`src/rtl/audio_pwm_out.sv`:
```
// PWM audio output stage with a soft-start/soft-stop duty ramp to avoid pops.
// Optional macro AUDIO_PWM_DITHER_EN adds LFSR dither of the duty while in RUN.
module audio_pwm_out #(
  parameter int PRESCALE  = 1,
  parameter int RAMP_STEP = 16
) (
  input  logic       clk_i,
  input  logic       rst_i,
  input  logic       enable_i,
  input  logic [7:0] sample_data_i,
  output logic       pwm_o,
  output logic       period_start_o,
  output logic [1:0] state_o,
  output logic       active_o
);

  localparam int              PW        = (PRESCALE > 1) ? $clog2(PRESCALE) : 1;
  localparam logic [PW-1:0]   PRESC_MAX = PW'(PRESCALE - 1);
  localparam logic [8:0]      STEP      = 9'(RAMP_STEP);

  typedef enum logic [1:0] {
    IDLE      = 2'd0,
    RAMP_UP   = 2'd1,
    RUN       = 2'd2,
    RAMP_DOWN = 2'd3
  } state_t;

  // One ramp step toward tgt; 9-bit compares so nothing can wrap.
  function automatic logic [7:0] ramp_to(input logic [7:0] cur, input logic [7:0] tgt);
    logic [8:0] c;
    logic [8:0] t;
    c = {1'b0, cur};
    t = {1'b0, tgt};
    if (t >= c) ramp_to = ((t - c) <= STEP) ? tgt : 8'(c + STEP);
    else        ramp_to = ((c - t) <= STEP) ? tgt : 8'(c - STEP);
  endfunction

  function automatic logic [7:0] step_down(input logic [7:0] cur);
    logic [8:0] c;
    c = {1'b0, cur};
    step_down = (c <= STEP) ? 8'd0 : 8'(c - STEP);
  endfunction

  logic [PW-1:0] presc_cnt_q, presc_cnt_d;
  logic [7:0]    pwm_cnt_q, pwm_cnt_d;
  logic [7:0]    duty_q, duty_d;
  state_t        state_q, state_d;
  logic          pwm_q, pwm_d;
  logic          period_start_q, period_start_d;
  logic          active_q, active_d;
  logic          tick, boundary;
  logic [7:0]    run_duty;

`ifdef AUDIO_PWM_DITHER_EN
  logic [15:0] lfsr_q, lfsr_d;
  logic [8:0]  dith_sum;
  always_comb begin
    dith_sum = {1'b0, sample_data_i} + {8'd0, lfsr_q[0]};
    run_duty = dith_sum[8] ? 8'hFF : dith_sum[7:0];
    lfsr_d   = lfsr_q;
    if (boundary && state_d == RUN)
      lfsr_d = {lfsr_q[14:0], lfsr_q[15] ^ lfsr_q[13] ^ lfsr_q[12] ^ lfsr_q[10]};
  end
`else
  always_comb run_duty = sample_data_i;
`endif

  always_comb begin
    tick           = (presc_cnt_q == PRESC_MAX);
    boundary       = tick && (pwm_cnt_q == 8'hFF);
    presc_cnt_d    = tick ? '0 : PW'(presc_cnt_q + 1'b1);
    pwm_cnt_d      = tick ? 8'(pwm_cnt_q + 8'd1) : pwm_cnt_q;
    period_start_d = boundary;
    pwm_d          = (pwm_cnt_q < duty_q);
    state_d        = state_q;
    duty_d         = duty_q;
    if (boundary) begin
      case (state_q)
        IDLE: begin
          duty_d = 8'd0;
          if (enable_i) begin
            state_d = RAMP_UP;
            duty_d  = ramp_to(8'd0, sample_data_i);
          end
        end
        RAMP_UP: begin
          if (!enable_i) begin
            state_d = RAMP_DOWN;
            duty_d  = step_down(duty_q);
          end else begin
            duty_d = ramp_to(duty_q, sample_data_i);
            if (duty_d == sample_data_i) state_d = RUN;
          end
        end
        RUN: begin
          if (enable_i) duty_d = run_duty;
          else begin
            state_d = RAMP_DOWN;
            duty_d  = step_down(duty_q);
          end
        end
        RAMP_DOWN: begin
          if (enable_i) begin
            state_d = RAMP_UP;
            duty_d  = ramp_to(duty_q, sample_data_i);
          end else begin
            duty_d = step_down(duty_q);
            if (duty_d == 8'd0) state_d = IDLE;
          end
        end
        default: state_d = IDLE;
      endcase
    end
    active_d = (state_d != IDLE);
  end

  always_ff @(posedge clk_i) begin
    if (rst_i) begin
      presc_cnt_q    <= '0;
      pwm_cnt_q      <= 8'd0;
      duty_q         <= 8'd0;
      state_q        <= IDLE;
      pwm_q          <= 1'b0;
      period_start_q <= 1'b0;
      active_q       <= 1'b0;
`ifdef AUDIO_PWM_DITHER_EN
      lfsr_q         <= 16'hACE1;
`endif
    end else begin
      presc_cnt_q    <= presc_cnt_d;
      pwm_cnt_q      <= pwm_cnt_d;
      duty_q         <= duty_d;
      state_q        <= state_d;
      pwm_q          <= pwm_d;
      period_start_q <= period_start_d;
      active_q       <= active_d;
`ifdef AUDIO_PWM_DITHER_EN
      lfsr_q         <= lfsr_d;
`endif
    end
  end

  assign pwm_o          = pwm_q;
  assign period_start_o = period_start_q;
  assign state_o        = state_q;
  assign active_o       = active_q;

endmodule

```
`config.mk`:
```
export PLATFORM = sky130hd
export DESIGN_NAME = audio_pwm_out
export DESIGN_NICKNAME = d
export VERILOG_FILES = /design/src/rtl/audio_pwm_out.sv
export SDC_FILE = /design/constraint.sdc
export NUM_CORES = 1
export LEC_CHECK = 0
export BUFFER_PORTS_ARGS = -buffer_cell sky130_fd_sc_hd__buf_2
export CORE_ASPECT_RATIO = 1.1
export CORE_MARGIN = 8
export CORE_UTILIZATION = 30
export DETAILED_ROUTE_END_ITERATION = 7
export HOLD_SLACK_MARGIN = 0.06
export MAX_ROUTING_LAYER = met4
export PLACE_DENSITY_LB_ADDON = 0.1
export SLEW_MARGIN = 20
export SYNTH_ARGS = -nofsm -noshare
export SYNTH_HDL_FRONTEND = slang
export SYNTH_SLANG_ARGS = --single-unit
```
`constraint.sdc`:
```
create_clock -name clk_i -period 2.9 [get_ports clk_i]
set_input_delay 0.145 -clock clk_i [delete_from_list [all_inputs] [get_ports clk_i]]
set_output_delay 0.145 -clock clk_i [all_outputs]
set_load 0.1 [all_outputs]
```
==> run_results.csv <==
group,metric,value,unit
status,outcome,"finished clean",
worst_setup_path,crit_path_start_kind,"flip-flop",
timing,whs,187,ps
power,cellLeakagePower,1.09,nW
timing,finalCritPeriodShare,97.2,%
synth,synth_edf_count,0,
global_routing,antenna_found_initial,0,
routing,wl,6190,microns
finish,drive_gt1_share,19.9,%
clock_tree,holdBufCountCts,0,
synth,synthSimpleGateAreaFrac,22.6,%
clock_tree,cts_tree,"done",
clock_tree,clock-sinks,22,
die,dieArea,10600,sq um
die,fp.dieH,107,microns
timing,tightestPinTransition,497,ps
synth,yosys_warnings,0,
clock_tree,clk_path_buf_depth,2,
synth,synth-xor-area-share,9.30,%
worst_setup_path,path_max_fanout,6,
timing,postLayoutSetupSlackWorst,81.3,ps
worst_setup_path,arrival,3030,ps
placement,post-place-ws,26.4,ps
power,peakVddDrop,0.261,mV
worst_setup_path,worstPathRequired,3110,ps
routing,wl_per_cell,15.9,microns
synth,synth_compound_area_share,27.0,%
global_routing,grt_usage,12.0,%
routing,vias,2090,
finish,nets,341,
timing,layout_min_cycle_time,2820,ps
timing,setup-tns-final,0,ps
timing,final_max_slew_viol_count,0,
worst_setup_path,path_class,"flip-flop to flip-flop",
global_routing,grt_pass1_wl,10200,microns
global_routing,grt-ovfl-total,0,
synth,synthAdderAreaFrac,15.0,%
synth,yosysUniqueCellTypes,69,
global_routing,grt_pass1_vias,2063,
routing,final_antenna_net_count,0,
placement,numPortBuffers,15,
clock_tree,numCtsBuffers,3,
synth,syn_avg_cell_area,8.19,sq um
finish,n_antenna_cell,0,
synth,muxShareOfSynthArea,0.886,%
synth,synth_seq_cells,22,
timing,finalSetupViolCount,0,
die,fp-row-count,33,
routing,dr.pass1.iters,4,
synth,syn_inst,276,
timing,slew_headroom,66.4,%
timing,fmax,355,MHz
routing,viasPerCell,5.37,
clock_tree,root_buffer,"clkbuf_8",
placement,globalplace.congestion,0.853,
global_routing,grt_max_degree,19,
timing,grt_setup_unrepaired,"no",
timing,finClkSkew,5.05,ps
synth,synth_top_flop_cell,"dfxtp_1",
clock_tree,htree_levels,1,
placement,hpwl,4860,microns
die,core_area,7390,sq um
die,ios,16,
synth,seq_area_frac_synth,19.5,%
die,start_util,30.6,%
worst_setup_path,cp-end-kind,"flip-flop",
synth,syn_nets,314,
worst_setup_path,r2r_slack,80,ps
routing,drtIter0Drc,80,
synth,synth_top_family_by_area,"compound AO/OA/AOI/OAI gates",
power,power.density,265,nW/um^2
hold_path,holdCritPathClass,"primary input to flip-flop",
finish,syn_to_final_growth,16.6,%
synth,async_flop_share,0,%
routing,drc,0,
die,die_w,98.8,microns
clock_tree,clk_latency,260,ps
run,drv_cap,0,
synth,syn_area,2260,sq um
clock_tree,path_clk_slew,90,ps
timing,hold_viol,0,
## metal layers
| layer | global-route usage [%] | routed length (microns) | share of wire (%) | up-vias |
|---|---|---|---|---|
| met4 | 4.83 | 146 | 2.4 | 0 |
| met2 | 19.2 | 2870 | 46 | 52 |
| met5 | - | 0 | 0 | - |
| li1 | - | - | - | 1055 |
| met3 | 0.843 | 195 | 3.1 | 10 |
| met1 | 15.2 | 2980 | 48 | 973 |
## sequential cells by signal, indices dropped and copies added (netlist names)
signal and count:
pwm_cnt_q 8, presc_cnt_q 1, period_start_o 1, active_o 1, pwm_o 1, duty_q 8, state_o 2
## worst max-delay path: stages, from the launching register on
cell	delay, ps
dfxtp_1	350
ha_1	380
nand4bb_1	230
o41ai_1	320
a21oi_1	80
nor3_1	320
o221ai_2	180
and2_4	190
o21ai_2	230
and4_1	320
a22o_1	160
## cells by family (layout without fill, tap and decap cells)
kind of cell / Yosys count / count (layout)
multiplexers: 2 / 2
AND/OR/NAND/NOR: 91 / 91
AO/OA/AOI/OAI: 76 / 76
adder cells (fa/ha/maj): 27 / 27
buffers and inverters: 33 / 59
XOR/XNOR: 24 / 24
flip-flops: 22 / 22
other: 1 / 1
## Yosys cell counts, types with 3 or more instances
cell type | number | share of area (%)
o21ai_0 | 12 | 2.7
a221oi_1 | 3 | 1.2
nand4_1 | 3 | 0.83
and2_1 | 4 | 1.1
nand2b_1 | 7 | 1.9
inv_1 | 22 | 3.7
and4_1 | 4 | 1.6
nand2_1 | 15 | 2.5
nor3_1 | 7 | 1.6
or3_1 | 3 | 0.83
nor2b_1 | 3 | 0.83
xnor2_1 | 15 | 5.8
clkbuf_1 | 7 | 1.2
a21oi_1 | 10 | 2.2
o21ai_1 | 3 | 0.66
xor2_1 | 9 | 3.5
nand3_1 | 7 | 1.6
nor2_1 | 21 | 3.5
a22o_1 | 5 | 1.9
ha_1 | 27 | 15
and3_1 | 3 | 0.83
dfxtp_1 | 22 | 19
## repair_timing
item                       4_1_cts  5_1_grt
setup buffers                    0        1
setup endpoints to repair        2        8
pin swaps                        1        5
gates resized for setup          3        7
## layout make-up
cell class / instances / area (sq um)
Clock buffer: 4 / 55.1
Fill cell: 780 / 4760
Inverter: 23 / 86.3
Multi-Input combinational cell: 221 / 1740
Sequential cell: 22 / 444
Tap cell: 87 / 109
Timing Repair Buffer: 32 / 203
## power by group
part,internal [W],leakage [nW],total [W],switching (W)
logic,0.0000653,0.882,0.000161,0.0000958
clock network,0.000121,0.0288,0.000226,0.000105
registers,0.000306,0.179,0.000311,0.00000541
total,0.000492,1.09,0.000699,0.000206
## layout by cell type, fill, tap and decap left out, drive strengths merged, types with 2 or more instances in the layout
cell and instances:
or3 3, a22o 5, nand2b 7, o41ai 2, ha 27, a21o 2
o31ai 3, xor2 9, nor4 3, nor3 7, nand3 7, o221ai 2
a21bo 2, nor2b 5, and2 6, buf 32, a221oi 3, o21a 4
dfxtp 22, a221o 2, nor2 22, and4 4, nand2 15, o22ai 2
and3b 2, a211oi 2, o2111ai 2, inv 23, clkbuf 4, a21oi 10
nand4 3, o211ai 2, o21ai 16, mux2i 2, a31o 2, a31oi 2
and3 3, o211a 2, xnor2 15
## final timing paths
check,from,to,cells after the start
worst max register to register,duty_q[2],duty_q[1],10
worst min-delay path,sample_data_i[0],duty_q[0],2
worst max-delay path,duty_q[2],duty_q[1],10
worst min register to register,duty_q[1],duty_q[1],1
## metrics by stage
stage,area [sq um],utilization (%),instances,total power (W)
floorplan,2260,-,276,0.000427
global placement,2520,34.1,384,0.000475
detailed placement,2520,34.1,384,0.000474
CTS,2590,35.1,388,0.000706
global route,2640,35.7,389,0.000738
finish,2640,35.7,389,0.000699
Power figures use the tool's default switching activity.
